**src/rtl/pps_pkg.sv**
```systemverilog
`default_nettype none
// ============================================================================
// Module   : pps_pkg
// Purpose  : Shared definitions for the PPS transmit and receive paths:
//            generator state encoding and configuration validity limits.
// Revision : 1.0 - initial release
// ============================================================================
package pps_pkg;

    // Generator run state. One bit is enough for the two states.
    typedef enum logic [0:0] {
        PPS_IDLE = 1'b0,
        PPS_RUN  = 1'b1
    } pps_state_e;

    // A configuration is accepted only if period >= c_MIN_PERIOD,
    // high >= c_MIN_HIGH and high < period.
    localparam int unsigned c_MIN_PERIOD = 2;
    localparam int unsigned c_MIN_HIGH   = 1;

endpackage : pps_pkg
`default_nettype wire

```
**src/rtl/pps_generator.sv**
```systemverilog
`default_nettype none
// ============================================================================
// Module   : pps_generator
// Purpose  : Programmable pulse-per-second generator. A phase counter runs
//            over an active period; pps_out is high while phase < active
//            high time. New configurations are shadowed while running and
//            take effect at the next period boundary (wrap or align).
// Ports    : clk        - timebase clock, all logic on rising edge
//            rst_n      - asynchronous active-low reset
//            enable     - level, high runs the generator
//            align_in   - strobe that restarts the second boundary
//            cfg_valid  - configuration offered
//            cfg_period - requested period in clk cycles
//            cfg_high   - requested high time in clk cycles
//            cfg_ready  - configuration can be accepted
//            cfg_err    - one-cycle pulse on a rejected configuration
//            pps_out    - generated pulse
//            pps_count  - toggles on every pps_out rising edge
//            phase      - current position within the period
// Revision : 1.0 - initial release
// ============================================================================
module pps_generator
    import pps_pkg::*;
#(
    parameter int unsigned WIDTH          = 32,
    parameter int unsigned DEFAULT_PERIOD = 10000000,
    parameter int unsigned DEFAULT_HIGH   = 5000000
) (
    input  logic             clk,
    input  logic             rst_n,
    input  logic             enable,
    input  logic             align_in,
    input  logic             cfg_valid,
    input  logic [WIDTH-1:0] cfg_period,
    input  logic [WIDTH-1:0] cfg_high,
    output logic             cfg_ready,
    output logic             cfg_err,
    output logic             pps_out,
    output logic             pps_count,
    output logic [WIDTH-1:0] phase
);

    localparam logic [WIDTH-1:0] c_MIN_PERIOD_W = WIDTH'(c_MIN_PERIOD);
    localparam logic [WIDTH-1:0] c_MIN_HIGH_W   = WIDTH'(c_MIN_HIGH);
    localparam logic [WIDTH-1:0] c_DEF_PERIOD   = WIDTH'(DEFAULT_PERIOD);
    localparam logic [WIDTH-1:0] c_DEF_HIGH     = WIDTH'(DEFAULT_HIGH);

    // Registered state
    pps_state_e       r_state;
    logic [WIDTH-1:0] r_phase;
    logic             r_pps_out;
    logic             r_pps_count;
    logic             r_cfg_ready;
    logic             r_cfg_err;
    logic [WIDTH-1:0] r_active_period;
    logic [WIDTH-1:0] r_active_high;
    logic             r_pend_valid;
    logic [WIDTH-1:0] r_pend_period;
    logic [WIDTH-1:0] r_pend_high;

    // Next-state values
    pps_state_e       w_state_next;
    logic [WIDTH-1:0] w_phase_next;
    logic             w_pps_next;
    logic             w_cfg_ready_next;
    logic [WIDTH-1:0] w_active_period_next;
    logic [WIDTH-1:0] w_active_high_next;
    logic             w_pend_valid_next;
    logic [WIDTH-1:0] w_pend_period_next;
    logic [WIDTH-1:0] w_pend_high_next;

    logic             w_xfer;
    logic             w_cfg_ok;
    logic             w_wrap;
    logic [WIDTH-1:0] w_phase_inc;

    assign w_xfer      = cfg_valid & r_cfg_ready;
    assign w_cfg_ok    = (cfg_period >= c_MIN_PERIOD_W) &&
                         (cfg_high >= c_MIN_HIGH_W) &&
                         (cfg_high < cfg_period);
    // >= rather than == keeps the counter bounded even if phase were ever
    // beyond the period; configurations only change at phase 0 while running.
    assign w_wrap      = (r_phase >= (r_active_period - 1'b1));
    assign w_phase_inc = r_phase + 1'b1;

    // ------------------------------------------------------------------
    // State register
    // ------------------------------------------------------------------
    always_ff @(posedge clk or negedge rst_n) begin
        if (!rst_n) begin
            r_state         <= PPS_IDLE;
            r_phase         <= '0;
            r_pps_out       <= 1'b0;
            r_pps_count     <= 1'b0;
            r_cfg_ready     <= 1'b1;
            r_cfg_err       <= 1'b0;
            r_active_period <= c_DEF_PERIOD;
            r_active_high   <= c_DEF_HIGH;
            r_pend_valid    <= 1'b0;
            r_pend_period   <= '0;
            r_pend_high     <= '0;
        end else begin
            r_state         <= w_state_next;
            r_phase         <= w_phase_next;
            r_pps_out       <= w_pps_next;
            // Toggle exactly when the output is about to rise.
            r_pps_count     <= r_pps_count ^ (w_pps_next & ~r_pps_out);
            r_cfg_ready     <= w_cfg_ready_next;
            r_cfg_err       <= w_xfer & ~w_cfg_ok;
            r_active_period <= w_active_period_next;
            r_active_high   <= w_active_high_next;
            r_pend_valid    <= w_pend_valid_next;
            r_pend_period   <= w_pend_period_next;
            r_pend_high     <= w_pend_high_next;
        end
    end

    // ------------------------------------------------------------------
    // Next-state logic
    // ------------------------------------------------------------------
    always_comb begin
        w_state_next         = r_state;
        w_phase_next         = r_phase;
        w_pps_next           = r_pps_out;
        w_cfg_ready_next     = r_cfg_ready;
        w_active_period_next = r_active_period;
        w_active_high_next   = r_active_high;
        w_pend_valid_next    = r_pend_valid;
        w_pend_period_next   = r_pend_period;
        w_pend_high_next     = r_pend_high;

        case (r_state)
            PPS_IDLE: begin
                w_phase_next = '0;
                w_pps_next   = 1'b0;
                // Nothing is running, so a good configuration goes live now.
                if (w_xfer && w_cfg_ok) begin
                    w_active_period_next = cfg_period;
                    w_active_high_next   = cfg_high;
                end
                if (enable) begin
                    w_state_next = PPS_RUN;
                    w_pps_next   = 1'b1;
                end
            end

            PPS_RUN: begin
                if (!enable) begin
                    // Disable wins over align; any shadowed or just-offered
                    // configuration is dropped along with the run.
                    w_state_next      = PPS_IDLE;
                    w_phase_next      = '0;
                    w_pps_next        = 1'b0;
                    w_pend_valid_next = 1'b0;
                    w_cfg_ready_next  = 1'b1;
                end else begin
                    if (align_in || w_wrap) begin
                        w_phase_next = '0;
                        w_pps_next   = 1'b1;
                        if (r_pend_valid) begin
                            w_active_period_next = r_pend_period;
                            w_active_high_next   = r_pend_high;
                            w_pend_valid_next    = 1'b0;
                            w_cfg_ready_next     = 1'b1;
                        end
                    end else begin
                        w_phase_next = w_phase_inc;
                        w_pps_next   = (w_phase_inc < r_active_high);
                    end
                    // A transfer on a boundary cycle is shadowed and waits for
                    // the following boundary. cfg_ready was high, so no older
                    // pending value can be present here.
                    if (w_xfer && w_cfg_ok) begin
                        w_pend_valid_next  = 1'b1;
                        w_pend_period_next = cfg_period;
                        w_pend_high_next   = cfg_high;
                        w_cfg_ready_next   = 1'b0;
                    end
                end
            end

            default: begin
                w_state_next = PPS_IDLE;
            end
        endcase
    end

    assign phase     = r_phase;
    assign pps_out   = r_pps_out;
    assign pps_count = r_pps_count;
    assign cfg_ready = r_cfg_ready;
    assign cfg_err   = r_cfg_err;

endmodule : pps_generator
`default_nettype wire
```
**config.mk**
```make
export PLATFORM = sky130hd
export DESIGN_NAME = pps_generator
export DESIGN_NICKNAME = d
export VERILOG_FILES = /design/src/rtl/pps_pkg.sv /design/src/rtl/pps_generator.sv
export SDC_FILE = /design/constraint.sdc
export NUM_CORES = 1
export LEC_CHECK = 0
export ABC_AREA = 1
export CELL_PAD_IN_SITES_DETAIL_PLACEMENT = 1
export CELL_PAD_IN_SITES_GLOBAL_PLACEMENT = 2
export CORE_MARGIN = 1
export CORE_UTILIZATION = 35
export CTS_BUF_LIST = sky130_fd_sc_hd__clkbuf_8
export CTS_CLUSTER_SIZE = 16
export DETAILED_ROUTE_END_ITERATION = 12
export MAX_ROUTING_LAYER = met4
export PLACE_DENSITY_LB_ADDON = 0.1
export SETUP_SLACK_MARGIN = 0.1
export SYNTH_ARGS = -nofsm -noshare
export SYNTH_HDL_FRONTEND = slang
export SYNTH_SLANG_ARGS = --single-unit
```
**constraint.sdc**
```tcl
create_clock -name clk -period 4.8 [get_ports clk]
set_clock_uncertainty 0.2 [all_clocks]
set_input_delay 0.72 -clock clk [delete_from_list [all_inputs] [get_ports clk]]
set_output_delay 0.72 -clock clk [all_outputs]
set_load 0.05 [all_outputs]
```
==> impl_metrics.yaml <==
run_status:
  outcome: "completed"
sta:
  setup_ws_ps: 537.6
  fin_crit_sh: 0.8880
  rsz0062_at_grt: "no"
  period_needed_ps: 4262
  drv_slew: 0
  hold_viol: 0
  max_freq_mhz: 234.6
  setup_violations: 0
  tightest_slew_ps: 917.0
  setup_tns_ps: 0
  slew_headroom: 0.3887
synthesis:
  ys_seq_area_frac: 0.3852
  synth_common_cells: "402 x nand2_1, 206 x inv_1, 149 x dfrtp_1"
  synth_area_leader_cell: "dfrtp_1"
  synth-main-ff-cell: "dfrtp_1"
  synth_area_leaders: "dfrtp_1 34%, nand2_1 14%, ha_1 11%"
  synthCells: 1468
  ys_warn_count: 0
  ys_async_sr_fraction: 1.000
  yosysUniqueCellTypes: 41
  synth_edf_count: 0
  synth.most_common_cell: "nand2_1"
  synth-seq-cells: 166
  avgSynthCellArea_um2: 7.383
  netlist_area_um2: 10840
  syn-num-nets: 1633
  synth_top_area_share: 0.3440
route:
  routed.top_layer: "met4"
  first_pass_iters: 4
  first_iter_violations: 506
  drt-vias-per-instance: 4.829
  wl_met1_mm: 17.24
  drc: 0
  wl_met3_um: 591
  wl_met2_mm: 13.18
  wl_per_cell_um: 16.04
  drtAntennaViolNets: 0
  finalWirelength_mm: 31.51
  vias: 9485
layout:
  final_nets: 1720
  seqCellArea_um2: 4179
  fill_cells: 3836
  antenna_cells: 0
  instances_no_fill: 1964
  multiInputGateArea_um2: 5598
  drive_gt1_frac: 0.06059
  area_growth_pct: 16.74
power_and_ir_drop:
  switchingPower_mw: 1.813
  p_int_mw: 2.946
  swShare: 0.3810
  max-vdd-ir-drop_v: 0.0001796
  power_frac_comb: 0.334
  p_clk_frac: 0.228
  p_leak_nw: 6.278
  powerDensity_nw_per_um2: 376.2
  seqPwrFrac: 0.438
clock_network:
  cts_tree: "done"
  htreeDepth: 4
  clkSlewWorstSetupHoldPaths_ps: 100
  cts-root-buf: "clkbuf_8"
  clock_sinks: 166
  numCtsBuffers: 17
  ctsLongestPathBuffers: 2
  hold_buffers: 0
  worstSkewPairLatency_ps: 480
setup_path:
  cp_slowest_stage_delay_ps: 380
  crit_chain: "inv_2 -> ha_1 -> nand3_1 -> nor2_2 -> nand3_2 -> nor2_2 -> nand2_1 -> nor2_1 -> nand2_1 -> nor3_2 -> xor2_1 -> ha_1 -> nand2_1 -> nor3_1 -> and2b_1 -> nand2_1 -> nand4_1 -> nand3_4 -> nand2_8 -> buf_12 -> nand2_1 -> o21ai_1"
  cp_slowest_cell: "dfrtp_1"
  start_kind: "register"
  crit_top_cell: "nand2_1"
  crit_arrival_ps: 4460
  worstSetupPathType: "reg -> reg"
  path_max_fanout: 47
  end_kind: "register"
  required_ps: 4990
  r2r_setup_slack_ps: 540
  crit_buf_inv: 2
  critPathTopFamily: "simple AND/OR/NAND/NOR gates"
flow_run:
  drv_cap: 0
placed_design:
  dp_hpwl_mm: 25.05
  gp_congestion: 0.8754
  placed_cells: 1932
  place_ws_ps: 474.0
  portBuffers: 104
floorplan:
  die_w_um: 178.0
  die_area_um2: 31670
  fp-row-count: 64
  initial_core_util: 0.3552
  core-area_um2: 30510
  dieHeight_um: 178.0
  ios: 105
global_route:
  grt_pass1_vias: 9660
  grt_antenna_before_repair: 0
  grt_overflow_total: 0
  grt_usage: 0.2195
  grt_max_degree: 93
  grt_pass1_wl_mm: 51.95
hold_path:
  hold_path.class: "in -> async"
## area by class of cell
class | instances | area share
Clock buffer | 17 | 0.01849
Clock inverter | 15 | 0.01295
Inverter | 221 | 0.06557
Multi-Input combinational cell | 1037 | 0.4424
Sequential cell | 166 | 0.3303
Tap cell | 396 | 0.03916
Timing Repair Buffer | 112 | 0.09108
## power by group through the flow
stage,registers [mW],clock network (mW),logic (mW)
finish,2.09,1.08,1.59
floorplan,2.06,0,1.11
detailed placement,2.12,0,1.60
global route,2.15,1.18,1.85
CTS,2.09,1.12,1.61
global placement,2.10,0,1.55
## metal layers
layer | vias to the layer above | GRT usage
met5 | - | -
met4 | 0 | 0.05627
met3 | 29 | 0.02984
met2 | 126 | 0.3110
met1 | 4509 | 0.3247
li1 | 4821 | -
## cells in the final DEF, fill, tap and decap left out, types with 3 or more instances in the layout
cell / netlist / layout
nor2_2: 6 / 6
dfstp_2: 17 / 17
dfrtp_1: 149 / 148
o21ai_0: 72 / 72
nand4_1: 17 / 17
bufinv_16: 0 / 3
ha_1: 96 / 96
buf_4: 7 / 4
nor3_1: 18 / 18
xor2_1: 44 / 44
inv_2: 15 / 15
nand2_1: 402 / 401
clkbuf_8: 0 / 17
inv_1: 206 / 209
nand3_1: 31 / 31
o21a_1: 3 / 3
o21ai_1: 120 / 120
nor3_2: 5 / 5
a21o_1: 3 / 3
nor2_4: 3 / 3
clkinvlp_4: 0 / 4
a21oi_1: 40 / 40
clkinv_2: 0 / 3
buf_12: 0 / 4
nand3_2: 4 / 4
clkdlybuf4s50_1: 0 / 103
xnor2_1: 5 / 5
nor2_1: 144 / 144
nor4_1: 8 / 8
## state kept, by name, summed over array words and instances (netlist names)
name             cells
r_active_high       32
cfg_ready            1
phase               32
r_pend_valid         1
r_pend_period       32
r_active_period     32
r_pend_high         32
cfg_err              1
pps_out              1
r_state              1
pps_count            1
## worst register-to-register path: cells and delay by family, from the launching register on
| family | cells | cell delay (ps) |
|---|---|---|
| AOI/OAI and AO/OA | 1 | 80 |
| xor gates and xnor gates | 1 | 100 |
| adders and majority gates | 2 | 510 |
| buffers and inverters | 2 | 350 |
| DFF | 1 | 380 |
| and+or+nand+nor | 16 | 2560 |
## per-stage QoR
| step | total power [mW] | hold slack (ps) | cell area (um2) | utilization |
|---|---|---|---|---|
| CTS | 4.824 | 152.6 | 12640 | 0.4144 |
| detailed placement | 3.716 | 278.1 | 12250 | 0.4014 |
| global route | 5.173 | 172.1 | 12650 | 0.4147 |
| finish | 4.759 | 120.5 | 12650 | 0.4147 |
| global placement | 3.649 | 271.2 | 12250 | 0.4014 |
| floorplan | 3.172 | 224.4 | 10840 | - |
## path summary, 6_finish.rpt
path,from,endpoint,depth (start not counted)
max in group asynchronous,rst_n,r_active_period[15],2
worst max-delay path,r_active_period[0],r_active_period[5],22
worst min register to register,r_pend_period[24],r_pend_period[24],2
min in group clk,r_pend_period[24],r_pend_period[24],2
worst min-delay path,rst_n,phase[9],1
worst max register to register,r_active_period[0],r_active_period[5],22
## cell families (layout without fill, tap and decap cells)
kind of cell	after synthesis	after routing	synth area share
flip-flops	166	166	0.3852
adder cells (fa/ha/maj)	96	96	0.1108
XOR/XNOR	49	49	0.03960
AO/OA/AOI/OAI	243	243	0.1148
buffers and inverters	265	365	0.1002
AND/OR/NAND/NOR	649	649	0.2494
## timing repair
item	CTS	global route
endpoints found under the setup margin	0	40
setup buffers	0	0
endpoints found under the hold margin	0	0
resized for setup	0	1
Note: power is estimated with default switching activity, not from simulation.
